$ cat src/rtl/aes_spi_sequencer.sv
// aes_spi_sequencer: host-side controller for the AES-256 enc/dec serial units.
// Takes one {mode, key, block} request, selects the enc or dec unit, shifts the
// key then the block onto mosi, waits for the unit's done, shifts the result
// back in from miso and returns it on a valid/ready response port.
//
// Ports:
//   clk, rst               clock, asynchronous active-low reset
//   req_valid/req_ready    request handshake (ready only while idle)
//   req_mode               0 = encrypt (enc unit), 1 = decrypt (dec unit)
//   req_key, req_data      key (32*NK) and block (32*NB), shifted MSB first
//   rsp_valid/rsp_ready    response handshake
//   rsp_data, rsp_err      result block; err = watchdog expired (data zero)
//   busy                   high in every state other than idle
//   mosi                   shared serial data line to both units
//   cs_enc_n, cs_dec_n     active-low unit selects
//   miso_enc, miso_dec     serial results from the units
//   done_enc, done_dec     data_done strobes from the units
//
// Build option: define AES_SEQ_TIMEOUT_EN to enable the WAIT_DONE watchdog
// (TIMEOUT_CYC cycles). Without it the sequencer waits for done forever and
// rsp_err is tied low.

module aes_spi_sequencer #(
   parameter int NK          = 8,
   parameter int NB          = 4,
   parameter int TIMEOUT_CYC = 1024
) (
   input  logic             clk,
   input  logic             rst,
   input  logic             req_valid,
   output logic             req_ready,
   input  logic             req_mode,
   input  logic [32*NK-1:0] req_key,
   input  logic [32*NB-1:0] req_data,
   output logic             rsp_valid,
   input  logic             rsp_ready,
   output logic [32*NB-1:0] rsp_data,
   output logic             rsp_err,
   output logic             busy,
   output logic             mosi,
   output logic             cs_enc_n,
   output logic             cs_dec_n,
   input  logic             miso_enc,
   input  logic             miso_dec,
   input  logic             done_enc,
   input  logic             done_dec
);

   localparam int KW = 32 * NK;
   localparam int BW = 32 * NB;
   localparam int CW = $clog2(KW + 1);

   // The shared bit counter is sized for the key phase; the block phases
   // must fit inside it.
   if (NB > NK) begin : g_bad_nb
      $error("NB must not exceed NK");
   end
   if (TIMEOUT_CYC < 1) begin : g_bad_timeout
      $error("TIMEOUT_CYC must be at least 1");
   end

   typedef enum logic [2:0] {
      IDLE,
      LOAD_KEY,
      LOAD_MSG,
      WAIT_DONE,
      READ,
      RESP
   } state_t;

   state_t          state;
   state_t          state_nxt;
   logic [CW-1:0]   cnt;
   logic            mode_r;
   logic [KW-1:0]   key_r;
   logic [BW-1:0]   data_r;
   logic            sel_done;
   logic            sel_miso;
   logic            last_key;
   logic            last_blk;
   logic            active;

   assign sel_done = mode_r ? done_dec : done_enc;
   assign sel_miso = mode_r ? miso_dec : miso_enc;
   assign last_key = (cnt == CW'(KW - 1));
   assign last_blk = (cnt == CW'(BW - 1));

`ifdef AES_SEQ_TIMEOUT_EN
   localparam int TW = $clog2(TIMEOUT_CYC + 1);

   logic [TW-1:0] tcnt;
   logic          tmo;
   logic          err_r;

   assign tmo = (tcnt == TW'(TIMEOUT_CYC - 1));
`endif

   // State register
   always_ff @(posedge clk or negedge rst) begin
      if (!rst) begin
         state <= IDLE;
      end else begin
         state <= state_nxt;
      end
   end

   // Next-state logic
   always_comb begin
      state_nxt = state;
      unique case (state)
         IDLE: begin
            if (req_valid) state_nxt = LOAD_KEY;
         end
         LOAD_KEY: begin
            if (last_key) state_nxt = LOAD_MSG;
         end
         LOAD_MSG: begin
            if (last_blk) state_nxt = WAIT_DONE;
         end
         WAIT_DONE: begin
            if (sel_done) begin
               state_nxt = READ;
            end
`ifdef AES_SEQ_TIMEOUT_EN
            else if (tmo) begin
               state_nxt = RESP;
            end
`endif
         end
         READ: begin
            if (last_blk) state_nxt = RESP;
         end
         RESP: begin
            if (rsp_ready) state_nxt = IDLE;
         end
         default: state_nxt = IDLE;
      endcase
   end

   // Datapath: one shift register per phase; the block register is reused
   // to collect the result, since it is fully shifted out (zero-filled)
   // by the time READ starts.
   always_ff @(posedge clk or negedge rst) begin
      if (!rst) begin
         cnt    <= '0;
         mode_r <= 1'b0;
         key_r  <= '0;
         data_r <= '0;
      end else begin
         if (state_nxt != state) begin
            cnt <= '0;
         end else if (state == LOAD_KEY || state == LOAD_MSG ||
                      state == READ) begin
            cnt <= cnt + CW'(1);
         end

         unique case (state)
            IDLE: begin
               if (req_valid) begin
                  mode_r <= req_mode;
                  key_r  <= req_key;
                  data_r <= req_data;
               end
            end
            LOAD_KEY: key_r  <= key_r << 1;
            LOAD_MSG: data_r <= data_r << 1;
            READ:     data_r <= {data_r[BW-2:0], sel_miso};
            default: ;
         endcase

`ifdef AES_SEQ_TIMEOUT_EN
         if (state == WAIT_DONE && !sel_done && tmo) begin
            data_r <= '0;
         end
`endif
      end
   end

`ifdef AES_SEQ_TIMEOUT_EN
   // Watchdog: counts WAIT_DONE cycles; a done in the same cycle as the
   // expiry wins.
   always_ff @(posedge clk or negedge rst) begin
      if (!rst) begin
         tcnt  <= '0;
         err_r <= 1'b0;
      end else begin
         if (state == WAIT_DONE) begin
            tcnt <= tcnt + TW'(1);
         end else begin
            tcnt <= '0;
         end

         if (state == IDLE) begin
            err_r <= 1'b0;
         end else if (state == WAIT_DONE && !sel_done && tmo) begin
            err_r <= 1'b1;
         end
      end
   end
`endif

   // Output logic
   always_comb begin
      active    = (state == LOAD_KEY) || (state == LOAD_MSG) ||
                  (state == WAIT_DONE) || (state == READ);
      req_ready = (state == IDLE);
      busy      = (state != IDLE);
      rsp_valid = (state == RESP);
      cs_enc_n  = !(active && !mode_r);
      cs_dec_n  = !(active && mode_r);
      mosi      = 1'b0;
      rsp_data  = '0;
      rsp_err   = 1'b0;

      unique case (state)
         LOAD_KEY: mosi = key_r[KW-1];
         LOAD_MSG: mosi = data_r[BW-1];
         RESP: begin
            rsp_data = data_r;
`ifdef AES_SEQ_TIMEOUT_EN
            rsp_err  = err_r;
`endif
         end
         default: ;
      endcase
   end

endmodule

$ cat config.mk
export PLATFORM = sky130hd
export DESIGN_NAME = aes_spi_sequencer
export DESIGN_NICKNAME = d
export VERILOG_FILES = /design/src/rtl/aes_spi_sequencer.sv
export SDC_FILE = /design/constraint.sdc
export NUM_CORES = 1
export LEC_CHECK = 0
export ABC_AREA = 0
export CORE_AREA = 2 2 206 208
export CTS_CLUSTER_SIZE = 8
export DETAILED_ROUTE_END_ITERATION = 10
export DIE_AREA = 0 0 208 210
export PLACE_DENSITY = 0.78
export SYNTH_ARGS = -nofsm -noshare
export SYNTH_HDL_FRONTEND = slang
export SYNTH_SLANG_ARGS = --single-unit
$ cat constraint.sdc
create_clock -name clk -period 4.25 [get_ports clk]
set_clock_uncertainty 0.1 [all_clocks]
set_input_delay 0.85 -clock clk [delete_from_list [all_inputs] [get_ports clk]]
set_output_delay 0.85 -clock clk [all_outputs]
set_load 0.05 [all_outputs]
After elaboration in Yosys (flattened, before gate mapping)
Index checks and enable logic that the tools add are counted.
W data, S select, Z words.
{ "totals": {"register_bits": 397, "input_bits": 393, "out_inout_bits": 135, "word_cells": 49} }
{ "op_classes": {"add_sub_neg": 1, "n_eq_ne": 9, "muxes": 17, "n_reduce_logical": 17} }
{ "op_table": {"columns": ["op", "n"], "rows": [
  ["$pmux W256 S2", 1],
  ["$pmux W128 S3", 1],
  ["$mux W128", 2],
  ["$mux W256", 1],
  ["$mux W3", 6],
  ["$mux W9", 2],
  ["$pmux W3 S6", 1],
  ["$add A9 B1 Y9 const B", 1],
  ["$eq A9 B7 Y1 const B", 1],
  ["$eq A9 B8 Y1 const B", 1],
  ["$eq A3 B2 Y1 const B", 2],
  ["$eq A3 B3 Y1 const B", 2],
  ["$reduce_and A2 Y1", 3],
  ["$reduce_bool A3 Y1", 2],
  ["$logic_or A1 B1 Y1", 4],
  ["$reduce_bool A2 Y1", 2],
  ["$eq A3 B1 Y1 const B", 1],
  ["$logic_not A1 Y1", 3],
  ["$logic_not A3 Y1", 1],
  ["$ne A3 B3 Y1", 1],
  ["$logic_and A1 B1 Y1", 2],
  ["$mux W1", 2],
  ["$ne A2 B2 Y1 const B", 1],
  ["$pmux W1 S2", 1]
]} }

Logic depth before layout (Yosys ltp)
{ "logic_depth": {"word_depth": 6, "ltp_mapped": 9, "ltp_nobuf": 7} }

Worst setup path before layout
No wires, ideal clock.
{ "synth_timing": {"kind": "flip-flop to output port", "startpoint": "register state[1]", "endpoint": "output port rsp_data[118]", "arrival_ns": 1.867, "required_time_ns": 3.300, "setup_slack_ns": 1.433, "stages_incl_launch_ff": 6, "n_path_buf": 2, "cell_sequence": "dfrtp_1 buf_6 nand2b_1 nor2_1 clkbuf_1 and2_1"} }
{ "synth_between": {"elab_chain_len": 2} }
{ "synth_rtl": {"columns": ["element", "line_no", "source"], "rows": [
  ["from (decl)", "71", "state_t state;"],
  ["from (signal assigned)", "103", "state <= state_nxt;"],
  ["$eq A3 B3 Y1", null, null],
  ["via rsp_valid", "35", "output logic rsp_valid,"],
  ["$mux W128", "215", "unique case (state)"],
  ["to (decl)", "37", "output logic [32*NB-1:0] rsp_data,"]
]} }
The timed path passes the listed nets, and every way through them passes these cells.

Final worst setup path
{ "layout_timing": {"startpoint": "register state[0]", "endpoint": "output port rsp_data[77]"} }
{ "layout_between": {"elab_chain_len": 2} }
{ "layout_rtl": {"columns": ["element", "line_no"], "rows": [
  ["$eq A3 B3 Y1", "215"],
  ["$mux W128", "215"]
]} }
No other way between the ends.

==> results.md <==
* Max Slew Vio Count at 0
* Hpwl dp at 38300 µm
* Initial antenna violation count at 6
* Status: finished, final reports clean
* Clock buffer depth at 3
* Die width at 208 µm
* Clock Latency Late Sink at 580 ps
* Worst-margin pin slew at 917 ps
* Ys flop type: dfrtp_1
* CP endpoint kind: output pin
* Gr usage total at 24.4%
* CTS Hold Bufs at 0
* EDFF count, synth at 0
* Clock sinks at 397
* Fill cell count at 3454
* Design Area, Final at 0.0251 mm²
* WS Path Type: register to output pin
* Type of the tightest min-delay check: primary input to asynchronous set/reset pin
* CTS Buf Count at 55
* Worst R2R Path Depth at 6
* Netlist cell types at 38
* TritonRoute pass-1 iters at 5
* Leak at 11.3 nW
* Post-route insts no fill at 2929
* Routed WL at 54600 µm
* Final Hold Vio Count at 0
* Multi-input gate area at 0.00728 mm²
* Worst EP required at 3300 ps
* Vias per cell at 5.31
* Pin count of the biggest net entering global routing at 173
* Core box area at 0.0415 mm²
* Vias at 15565
* Die Area at 0.0437 mm²
* Drt drc at 0
* Switching pwr at 0.00570 W
* Internal power at 0.0102 W
* Setup TNS at 0 ps
* CP Max Fanout at 84
* Max-cap violation count at 0
* Final net count at 2778
* CTS tree: yes
* RSZ-0062 raised after global routing: no
* Post-synthesis area per instance at 9.35 µm²
* Synth Warn # at 0
* Share of power burned in the clock network at 24.0%
* GP Congestion at 0.899
* Post-synth ARST share at 100%
* # setup viols final at 0
* Worst-path clk slew at 50 ps
* Syn nets at 2306
* Synthesized instance count at 1911
* Post-DP Area at 0.0236 mm²
* Number of global-route vias before repair at 15544
* Period utilization at 94.6%
* WL per Instance at 18.6 µm
* Global-route wire length before repair at 84900 µm
* Seq/Total Area, Yosys at 55.6%
* Finished Core Util at 60.6%
* Net Sw Frac at 35.7%
* Routed Antenna Nets at 0
* Synthesized area at 0.0179 mm²
* I/O pin total at 528
* DP Cell Count at 2861
* Initial core utilization at 43.1%
* Row cnt at 75
* Fin crit period at 4020 ps
* Crit path DAT at 3070 ps
* Port bufs at 526
* Storage element area at 0.00993 mm²
* Share of cells above drive strength 1 at 4.61%
* #FFs+latches synth at 397
* Combinational fraction of design power at 32.0%
* Clk Tree Root Cell: clkbuf_16
* H-Tree Depth at 2
* CP Launch Type: register
* Grt total ovfl at 0
* Iter 0 DRT Violations at 889
* Reg power frac at 43.9%
* Rel. slew slack at 38.9%
* Area Growth Syn to Fin at 40.5%
* Die H at 210 µm
* Highest Clock Rate at 249 MHz
* Pwr dens at 635 mW/mm²
* Worst vdd ir at 0.386 mV
-- worst max-delay path, cell delays in order, from the launching register on --
cell and delay (ps):
dfrtp_1 600, inv_1 270, nor2_4 180, buf_12 140, buf_12 230, and2_1 190, clkdlybuf4s50_1 810
-- synthesized netlist by cell type, types with 5 or more instances --
| cell | number | area [µm²] |
|---|---|---|
| o22ai_1 | 256 | 1600 |
| mux2i_1 | 129 | 1290 |
| o21ai_0 | 134 | 671 |
| buf_1 | 25 | 93.8 |
| a21oi_1 | 6 | 30.0 |
| buf_2 | 50 | 250 |
| and2_1 | 128 | 801 |
| or3_1 | 6 | 37.5 |
| nor2_1 | 522 | 1960 |
| nand3_1 | 5 | 25.0 |
| clkbuf_1 | 60 | 225 |
| dfrtp_1 | 397 | 9930 |
| a22oi_1 | 7 | 52.6 |
| buf_4 | 12 | 90.1 |
| nand2_1 | 136 | 510 |
-- cells in the final DEF, fill, tap and decap left out, types with 2 or more instances in the layout --
| master | synthesis | final |
|---|---|---|
| dfrtp_1 | 397 | 397 |
| inv_1 | 4 | 4 |
| o22ai_1 | 256 | 256 |
| xnor2_1 | 3 | 3 |
| nand3_1 | 5 | 5 |
| and2_1 | 128 | 128 |
| clkdlybuf4s50_1 | 0 | 525 |
| a22oi_1 | 7 | 7 |
| nand2b_1 | 3 | 3 |
| ha_1 | 2 | 2 |
| or3_1 | 6 | 6 |
| mux2_2 | 4 | 4 |
| clkbuf_16 | 0 | 56 |
| nand4_1 | 2 | 2 |
| and4_1 | 2 | 2 |
| mux2i_1 | 129 | 129 |
| buf_4 | 12 | 21 |
| nand2_1 | 136 | 135 |
| a21oi_1 | 6 | 6 |
| o21ai_0 | 134 | 134 |
| diode_2 | 0 | 5 |
| nor2_1 | 522 | 521 |
| buf_12 | 0 | 17 |
-- area by class of cell --
type	count	area share [%]
clock buffer	56	5.58
multi-input combinational	1361	29.0
sequential	397	39.5
inverter	4	0.0598
clock inverter	3	0.120
timing repair buffer	564	23.0
tap	539	2.68
antenna	5	0.0498
-- power by group through the flow --
stage / combinational, W / clock [W] / sequential (W)
CTS: 0.00514 / 0.00392 / 0.00700
detailed placement: 0.00509 / 0 / 0.00703
finish: 0.00511 / 0.00383 / 0.00700
floorplan: 0.00378 / 0 / 0.00650
global placement: 0.00485 / 0 / 0.00697
global route: 0.00576 / 0.00406 / 0.00722
-- repair_timing --
item | 4_1_cts | 5_1_grt
gates resized for setup | 0 | 0
gates cloned | 0 | 1
buffers inserted | 0 | 3
endpoints found under the setup margin | 3 | 83
pin swaps | 1 | 1
-- path summary, 6_finish.rpt --
| path | start | endpoint | slack, ps |
|---|---|---|---|
| min in group clk | key_r[130] | key_r[130] | 390 |
| max | state[0] | rsp_data[77] | 230 |
| min reg2reg | key_r[130] | key_r[130] | 390 |
| max reg2reg | state[1] | data_r[27] | 1630 |
| min | rst | key_r[115] | 180 |
| max in group asynchronous | rst | data_r[46] | 2940 |
-- registers in the layout (all words and copies together), names as in the netlist --
register	flops
state	3
mode_r	1
cnt	9
key_r	256
data_r	128
-- logic make-up (layout without fill, tap and decap cells) --
group	count (synthesis)	count (layout)	share of synthesized area (%)
adders and majority gates	2	2	0.140
AOI/OAI and AO/OA	411	411	13.5
other	1	6	0.0210
buffers and inverters	154	627	3.93
DFF	397	397	55.6
xor gates and xnor gates	3	3	0.147
and+or+nand+nor	810	811	19.2
muxes	133	133	7.48
-- per-stage QoR --
| step | power, W | worst slack (ps) | hold slack [ps] |
|---|---|---|---|
| 6_report | 0.0159 | 227 | 180 |
| 5_1_grt | 0.0170 | 111 | 197 |
| 4_1_cts | 0.0161 | 14.4 | 173 |
| 3_5_place_dp | 0.0121 | 613 | 385 |
| 3_3_place_gp | 0.0118 | 793 | 377 |
| 2_1_floorplan | 0.0103 | 1430 | 356 |
-- metal layers --
layer / track usage [%] / share of wire [%] / up-vias
met5: 0 / 0 / -
met4: 9.37 / 3.2 / 0
met3: 5.97 / 6.9 / 96
met2: 41.8 / 50 / 519
met1: 29.7 / 40 / 7493
li1: - / - / 7457
Power figures use the tool's default switching activity.
